`src/rtl/memory_load_controller.sv`:
```
// memory_load_controller
// Multi-bank RAM front end. In IDLE every bank passes the core's controls
// straight through. On a load request, a valid/ready word stream is written
// into one bank from a programmable base address while the core is held.
// Optional feature macro: LOAD_CHECKSUM_EN. When it is defined, load_checksum
// sums the accepted words of the current load; otherwise it is tied to zero.
//
// Stream handshake: a word transfers on every rising clk edge where
// s_valid && s_ready. s_ready is high exactly while in LOAD, and s_data is
// written to the RAM in that same cycle.

module memory_load_controller #(
    parameter int NUM_BANKS      = 2,
    parameter int BANK_SEL_WIDTH = 1,
    parameter int ADDRESS_WIDTH  = 11,
    parameter int DATA_WIDTH     = 32
) (
    input  logic                                clk,
    input  logic                                rst_n,
    input  logic                                load_start,
    input  logic [BANK_SEL_WIDTH-1:0]           load_bank,
    input  logic [ADDRESS_WIDTH-1:0]            load_base,
    input  logic [ADDRESS_WIDTH:0]              load_count,
    input  logic                                s_valid,
    output logic                                s_ready,
    input  logic [DATA_WIDTH-1:0]               s_data,
    input  logic [NUM_BANKS-1:0]                core_cen,
    input  logic [NUM_BANKS-1:0]                core_wen,
    input  logic [NUM_BANKS-1:0]                core_oen,
    input  logic [NUM_BANKS*ADDRESS_WIDTH-1:0]  core_addr,
    input  logic [NUM_BANKS*DATA_WIDTH-1:0]     core_datain,
    output logic [NUM_BANKS-1:0]                mem_cen,
    output logic [NUM_BANKS-1:0]                mem_wen,
    output logic [NUM_BANKS-1:0]                mem_oen,
    output logic [NUM_BANKS*ADDRESS_WIDTH-1:0]  mem_addr,
    output logic [NUM_BANKS*DATA_WIDTH-1:0]     mem_datain,
    output logic                                core_hold,
    output logic                                load_busy,
    output logic                                load_done,
    output logic                                load_err,
    output logic [DATA_WIDTH-1:0]               load_checksum
);

    localparam int AW = ADDRESS_WIDTH;
    localparam int DW = DATA_WIDTH;
    localparam logic [AW:0] IDX_ONE = 1;

    typedef enum logic [1:0] {
        S_IDLE = 2'd0,
        S_LOAD = 2'd1,
        S_DONE = 2'd2
    } state_t;

    state_t                    state;
    logic [BANK_SEL_WIDTH-1:0] bank_q;
    logic [AW-1:0]             base_q;
    logic [AW:0]               count_q;
    logic [AW:0]               idx_q;

    logic bank_ok;
    logic start_ok;
    logic handshake;
    logic last_word;

    assign bank_ok   = int'(load_bank) < NUM_BANKS;
    assign start_ok  = (state == S_IDLE) && load_start && bank_ok;
    assign handshake = (state == S_LOAD) && s_valid;
    // idx counts words already written; the handshake writing word count-1 ends the load
    assign last_word = (idx_q + IDX_ONE) == count_q;

    // Main sequencer: state, latched load parameters and all registered status outputs
    always_ff @(posedge clk or negedge rst_n) begin
        if (!rst_n) begin
            state     <= S_IDLE;
            bank_q    <= '0;
            base_q    <= '0;
            count_q   <= '0;
            idx_q     <= '0;
            core_hold <= 1'b0;
            load_busy <= 1'b0;
            load_done <= 1'b0;
            load_err  <= 1'b0;
            s_ready   <= 1'b0;
        end else begin
            case (state)
                S_IDLE: begin
                    load_done <= 1'b0;
                    load_err  <= 1'b0;
                    core_hold <= 1'b0;
                    if (load_start) begin
                        if (bank_ok) begin
                            bank_q    <= load_bank;
                            base_q    <= load_base;
                            count_q   <= load_count;
                            idx_q     <= '0;
                            core_hold <= 1'b1;
                            if (load_count != '0) begin
                                state     <= S_LOAD;
                                load_busy <= 1'b1;
                                s_ready   <= 1'b1;
                            end else begin
                                // Empty load: go straight to the completion pulse
                                state     <= S_DONE;
                                load_done <= 1'b1;
                            end
                        end else begin
                            load_err <= 1'b1;
                        end
                    end
                end
                S_LOAD: begin
                    // New load requests are ignored until this transfer completes
                    if (handshake) begin
                        idx_q <= idx_q + IDX_ONE;
                        if (last_word) begin
                            state     <= S_DONE;
                            load_busy <= 1'b0;
                            s_ready   <= 1'b0;
                            load_done <= 1'b1;
                        end
                    end
                end
                S_DONE: begin
                    // core_hold stays up through DONE and drops on the following IDLE cycle
                    state     <= S_IDLE;
                    load_done <= 1'b0;
                    core_hold <= 1'b0;
                end
                default: begin
                    state     <= S_IDLE;
                    core_hold <= 1'b0;
                    load_busy <= 1'b0;
                    load_done <= 1'b0;
                    s_ready   <= 1'b0;
                end
            endcase
        end
    end

    // Bank mux: core pass-through in IDLE, loader write on the selected bank in LOAD
    always_comb begin
        mem_cen    = core_cen;
        mem_wen    = core_wen;
        mem_oen    = core_oen;
        mem_addr   = core_addr;
        mem_datain = core_datain;
        if (state != S_IDLE) begin
            // Core requests are dropped while the loader owns the banks
            mem_cen = '1;
            mem_wen = '1;
            mem_oen = '1;
            if (state == S_LOAD) begin
                for (int i = 0; i < NUM_BANKS; i++) begin
                    if (int'(bank_q) == i) begin
                        mem_cen[i]             = ~s_valid;
                        mem_wen[i]             = ~s_valid;
                        mem_addr[i*AW +: AW]   = base_q + idx_q[AW-1:0];
                        mem_datain[i*DW +: DW] = s_data;
                    end
                end
            end
        end
    end

`ifdef LOAD_CHECKSUM_EN
    // Running sum of accepted words, cleared when a legal load is accepted
    always_ff @(posedge clk or negedge rst_n) begin
        if (!rst_n) begin
            load_checksum <= '0;
        end else if (start_ok) begin
            load_checksum <= '0;
        end else if (handshake) begin
            load_checksum <= load_checksum + s_data;
        end
    end
`else
    assign load_checksum = '0;
`endif

endmodule

```
`config.mk`:
```
export PLATFORM = sky130hd
export DESIGN_NAME = memory_load_controller
export DESIGN_NICKNAME = d
export VERILOG_FILES = /design/src/rtl/memory_load_controller.sv
export SDC_FILE = /design/constraint.sdc
export NUM_CORES = 1
export LEC_CHECK = 0
export ABC_CLOCK_PERIOD_IN_PS = 2400
export CAP_MARGIN = 20
export CORE_AREA = 2 2 108 110
export DETAILED_ROUTE_END_ITERATION = 10
export DIE_AREA = 0 0 110 112
export PLACE_DENSITY = 0.8
export SETUP_SLACK_MARGIN = 0.2
export SLEW_MARGIN = 0
export SYNTH_ARGS = -nofsm -noshare
export SYNTH_HDL_FRONTEND = slang
export SYNTH_SLANG_ARGS = --single-unit
```
`constraint.sdc`:
```
create_clock -name clk -period 2.4 [get_ports clk]
set_input_delay 0.36 -clock clk [delete_from_list [all_inputs] [get_ports clk]]
set_output_delay 0.36 -clock clk [all_outputs]
set_load 0.01 [all_outputs]
```
After elaboration in Yosys (flattened, before gate mapping)

Cells that the tools add are included.

Latch bits: 0
Memory bits (read-only): 0
Bits in writable memories: 0
Memories: 0
Input port bits: 152
Output and inout bits: 129
Register bits after elaboration: 41

$mul: 0
Multiplexer cells: 34
$lt $le $gt $ge: 0
Add/sub/neg operators: 2
Bitwise operators: 2
Div/mod/pow operators: 0
Shift operators: 0
Reductions and logical operators: 10
Equal/unequal tests: 7

Operators by type and width:

| operator                                            | number |
|---|---|
| 2-to-1 mux 64 bit                                   | 2 |
| 2-to-1 mux 32 bit                                   | 2 |
| 2-to-1 mux 22 bit                                   | 2 |
| 2-to-1 mux 12 bit                                   | 2 |
| one-hot mux 12 bit (2 select lines)                 | 1 |
| 2-to-1 mux 11 bit                                   | 2 |
| 2-to-1 mux 2 bit                                    | 8 |
| adder 12 x 1 -> 12 bit, second input constant       | 1 |
| equality test 12 bit                                | 1 |
| nonzero test 12 bit                                 | 1 |
| adder 11 bit                                        | 1 |
| 2-to-1 mux 1 bit                                    | 11 |
| != test 2 bit, second input constant                | 3 |
| AND reduction 3 bit                                 | 2 |
| AND reduction 5 bit                                 | 1 |
| one-hot mux 1 bit (2 select lines)                  | 2 |
| one-hot mux 2 bit (2 select lines)                  | 1 |
| AND reduction 2 bit                                 | 2 |
| nonzero test 2 bit                                  | 2 |
| one-hot mux 1 bit (3 select lines)                  | 1 |
| equality test 2 x 1 -> 1 bit, second input constant | 1 |
| equality test 2 bit, second input constant          | 1 |
| zero test 2 bit                                     | 1 |
| != test 2 x 1 -> 1 bit, second input constant       | 1 |
| 2 further kinds                                     | 3 |

Logic depth before layout (Yosys ltp)

Depth in word-level cells: 5
Gate-level depth with buffers: 8
Gate-level depth less buffers: 8

Least setup slack after synthesis

No wires, ideal clock.

Kind: register to output
Start: register idx_q[0]
End: output port mem_addr[21]
Slack: 15 ps
Required time: 2,040 ps
Cell stages (with the launch flop): 9
Data arrival time: 2,025 ps
Path through: dfrtp_1 -> ha_1 -> fa_1 -> a211oi_1 -> o211ai_1 -> nand2_1 -> o21ai_0 -> xnor2_1 -> o21ai_0

Word-level cells in the longest chain between the ends: 4

RTL lines:

| item                     | RTL line | RTL |
|---|---|---|
| start: declaration       | 58       | `logic [AW:0] idx_q;` |
| start signal: assignment | 114      | `idx_q <= idx_q + IDX_ONE;` |
| adder 11 bit             | 157      | `mem_addr[i*AW +: AW] = base_q + idx_q[AW-1:0];` |
| 2-to-1 mux 11 bit        | 154      | `if (int'(bank_q) == i) begin` |
| 2-to-1 mux 22 bit        | 152      | `if (state == S_LOAD) begin` |
| 2-to-1 mux 22 bit        | 147      | `if (state != S_IDLE) begin` |
| end: declaration         | 35       | `output logic [NUM_BANKS*ADDRESS_WIDTH-1:0] mem_addr,` |

No other way between the ends.

Final worst setup path

Start: register idx_q[0]
End: output port mem_addr[9]

Same word-level chain as after synthesis.

==> key figures <==
Synth
  • Post-synthesis sequential area ratio: 26.89%
  • Post-Syn Instances: just under 500
  • Warnings from Yosys: 0
  • Synth Register Bits: 41
  • Ys async rst share: 100.0%
  • Syn Area/Cell: roughly 7.9 µm²
  • EDFF count, synth: 0
  • Ys flop type: dfrtp_1
  • Yosys cell types: 42
  • Mapped cell area: 3815 µm²

Floorplanning
  • FP Rows: 39
  • Area of the core: 11170 µm²
  • Die width: ~110 µm
  • Die ar.: 12320 µm²
  • IO Count: 281
  • Starting Density: 34.14%
  • DIE HEIGHT: 112 µm

CTS
  • CTS tree: yes
  • Clock root buffer: clkbuf_16
  • Number of buffers created by CTS: 5
  • Worst-path clk slew: roughly 60 ps
  • CTS Hold Bufs: 0
  • Clock sinks: 41
  • Clk buf depth: 2
  • Clock latency on the worst-skew pair: 280 ps
  • CTS H-tree depth: 2

GRT
  • First-pass GRT wire length: 25640 µm
  • Vias in the first global route: 4620
  • Largest net degree at the start of global routing: 42
  • Total gr overflow: 0
  • Total track usage: between 20 and 30%
  • Initial antenna violation count: 17

Critical path
  • Worst r2r path cells: 8
  • Crit path DAT: 2250 ps
  • CP required: 2040 ps
  • Startpoint Class: flop
  • Cell seen most often among critical-path stages: buf_6
  • Crit Path Category: reg -> out
  • Crit-path slowest cell: dfrtp_1
  • Max stage delay on crit path: 390 ps
  • Crit-path cells: ha_2 > buf_4 > buf_6 > a211oi_2 > o211ai_1 > nand2_1 > buf_6 > o21ai_4 > xnor2_2 > o21ai_1 > buf_2
  • Reg-to-reg endpoint: load_busy
  • Critical Path End Type: primary output
  • Worst R2R Setup Slack: around 230 ps
  • Crit-path max FO: 2
  • Reg2reg start: idx_q[3]

Power and ir drop
  • Switching share of total power: 42.63%
  • Comb pwr share: approximately 78%
  • Pwr Total: 8.954 mW
  • Internal power: 5.137 mW
  • Sw Pwr: 3.817 mW
  • VDD IR max: 743.4 µV
  • Leakage: 3.422 nW
  • Seq pwr share: 13.7%
  • Power per cell area: 1205 nW/µm²
  • Clock power frac: 8.8%

Layout
  • Non-Filler Cell Area, Final: 7431 µm²
  • Post-layout nets: 952
  • Final cell count without fillers: 941
  • Post-layout util: 66.50%
  • Fillers: 916
  • Share of cells above drive strength 1: between 20% and 30%
  • Area growth from synthesis to layout: 94.79%

Placement
  • Final GP Congestion: 0.9320
  • Place WS: -331.2 ps
  • Port buffer count: ~250
  • Area after DPL: 6544 µm²
  • Total instance count after detailed placement: between 800 and 900
  • Detailed placement HPWL: 13880 µm

Timing
  • Least-Margin Pin Slew: roughly 940 ps
  • TNS Setup: -2513 ps
  • Final hold viol count: 0
  • Max-slew headroom: 37.22%
  • Final Setup Violations: 14
  • Post-route setup slack: -213.9 ps
  • Final Cycle Share: 108.9%
  • Hold slack: around 220 ps
  • Final period demand of the worst path: 2614 ps
  • FMAX: 0.3826 GHz
  • RSZ-0062 raised after global routing: true
  • Clock skew: 5.184 ps
  • Max Transition Viols Final: 0

Run status
  • Failing checks: negative setup slack
  • Status: complete, but fails checks

Min path
  • Worst min path class: in -> async

Routing
  • Drt wl/cell: 19.66 µm
  • Routed WL: 18500 µm
  • DR vias: 4645
  • Top Metal Used: met5
  • Met2 Wirelength: 8908 µm
  • TritonRoute pass-1 iters: 5
  • WL met1: 6990 µm
  • Met3 wire len: roughly 2200 µm
  • Vias per std cell: 4.936
  • DR DRC count: 0
  • 1st-iter DRT viols: 282
  • ANT nets after route: 0

Flow run
  • Max_cap viols: 0
Yosys cell counts, drive strengths merged (9+ instances only):
library cell,number,area (µm²)
dfrtp,41,1026
mux2,58,653.1
a21oi,14,70.07
and3,9,56.30
nor2,24,90.09
ha,12,150.1
xor2,13,113.9
xnor2,13,113.9
nand2,136,510.5
o21ai,43,215.2
buf,41,285.3
clkbuf,18,67.56
kinds of logic after synthesis:
logic type / Yosys count / synth area share [%]
simple gates: 194 / 21.74
compound gates: 85 / 13.18
buf+inv: 64 / 9.740
mux: 61 / 17.91
flops: 41 / 26.89
xor+xnor: 26 / 5.969
fa+ha+maj: 13 / 4.460
other cells: 1 / 0.09830
final cells by class:
| type | count | area [µm²] | area share [%] |
|---|---|---|---|
| antenna | 10 | 25.02 | 0.3368 |
| clock buffer | 7 | 142.6 | 1.920 |
| clock inverter | 1 | 30.03 | 0.4041 |
| inverter | 5 | 21.27 | 0.2862 |
| multi-input combinational | 413 | 2863 | 38.53 |
| sequential | 41 | 1028 | 13.84 |
| tap | 143 | 178.9 | 2.408 |
| timing repair buffer | 321 | 3142 | 42.28 |
layer usage:
layer,vias up,GRT usage (%)
met5,-,0
met4,12,4.473
met3,32,14.93
met2,182,46.30
met1,2193,31.37
li1,2226,-
layout by cell type, fill, tap and decap left out, types with 20 or more instances in the layout:
master / n
buf_4: 47
o21ai_0: 20
conb_1: 33
dfrtp_1: 39
nor2_1: 21
mux2_2: 43
dlygate4sd2_1: 33
nand2_1: 133
clkdlybuf4s50_1: 154
buf_2: 20
buf_6: 27
timing repair:
action | CTS | global route
pin swaps | 41 | 24
setup endpoints to repair | 90 | 72
buffers inserted | 19 | 13
resized for setup | 267 | 70
cloned | 3 | 5
critical path: cells and delay by family, from the launching register on:
family                   cells  cell delay (ps)
XOR/XNOR                     1              150
buffers and inverters        4              510
flip-flops                   1              390
adder cells (fa/ha/maj)      1              210
AND/OR/NAND/NOR              1              140
AO/OA/AOI/OAI                4              570
sequential cells by signal, indices dropped and copies added (netlist names):
name       count
idx_q         12
core_hold      1
bank_q         1
count_q       12
load_done      1
state          2
base_q        11
load_busy      1
how the worst max path moves through the flow:
stage,to,from
after floorplan,mem_addr[10],idx_q[0]
after global placement,mem_addr[10],base_q[0]
after detailed placement,mem_addr[21],base_q[0]
after CTS,mem_addr[19],idx_q[0]
after global routing,mem_addr[17],idx_q[0]
final,mem_addr[9],idx_q[0]
power by group through the flow:
stage               Sequential [mW]  Clock, mW  Combinational [mW]
finish                         1.22      0.790                6.94
global route                   1.25      0.823                7.38
CTS                            1.21      0.792                6.19
detailed placement             1.20          0                5.86
global placement               1.17          0                5.78
floorplan                      1.15          0                2.93
(Power assumes the default switching activity.)
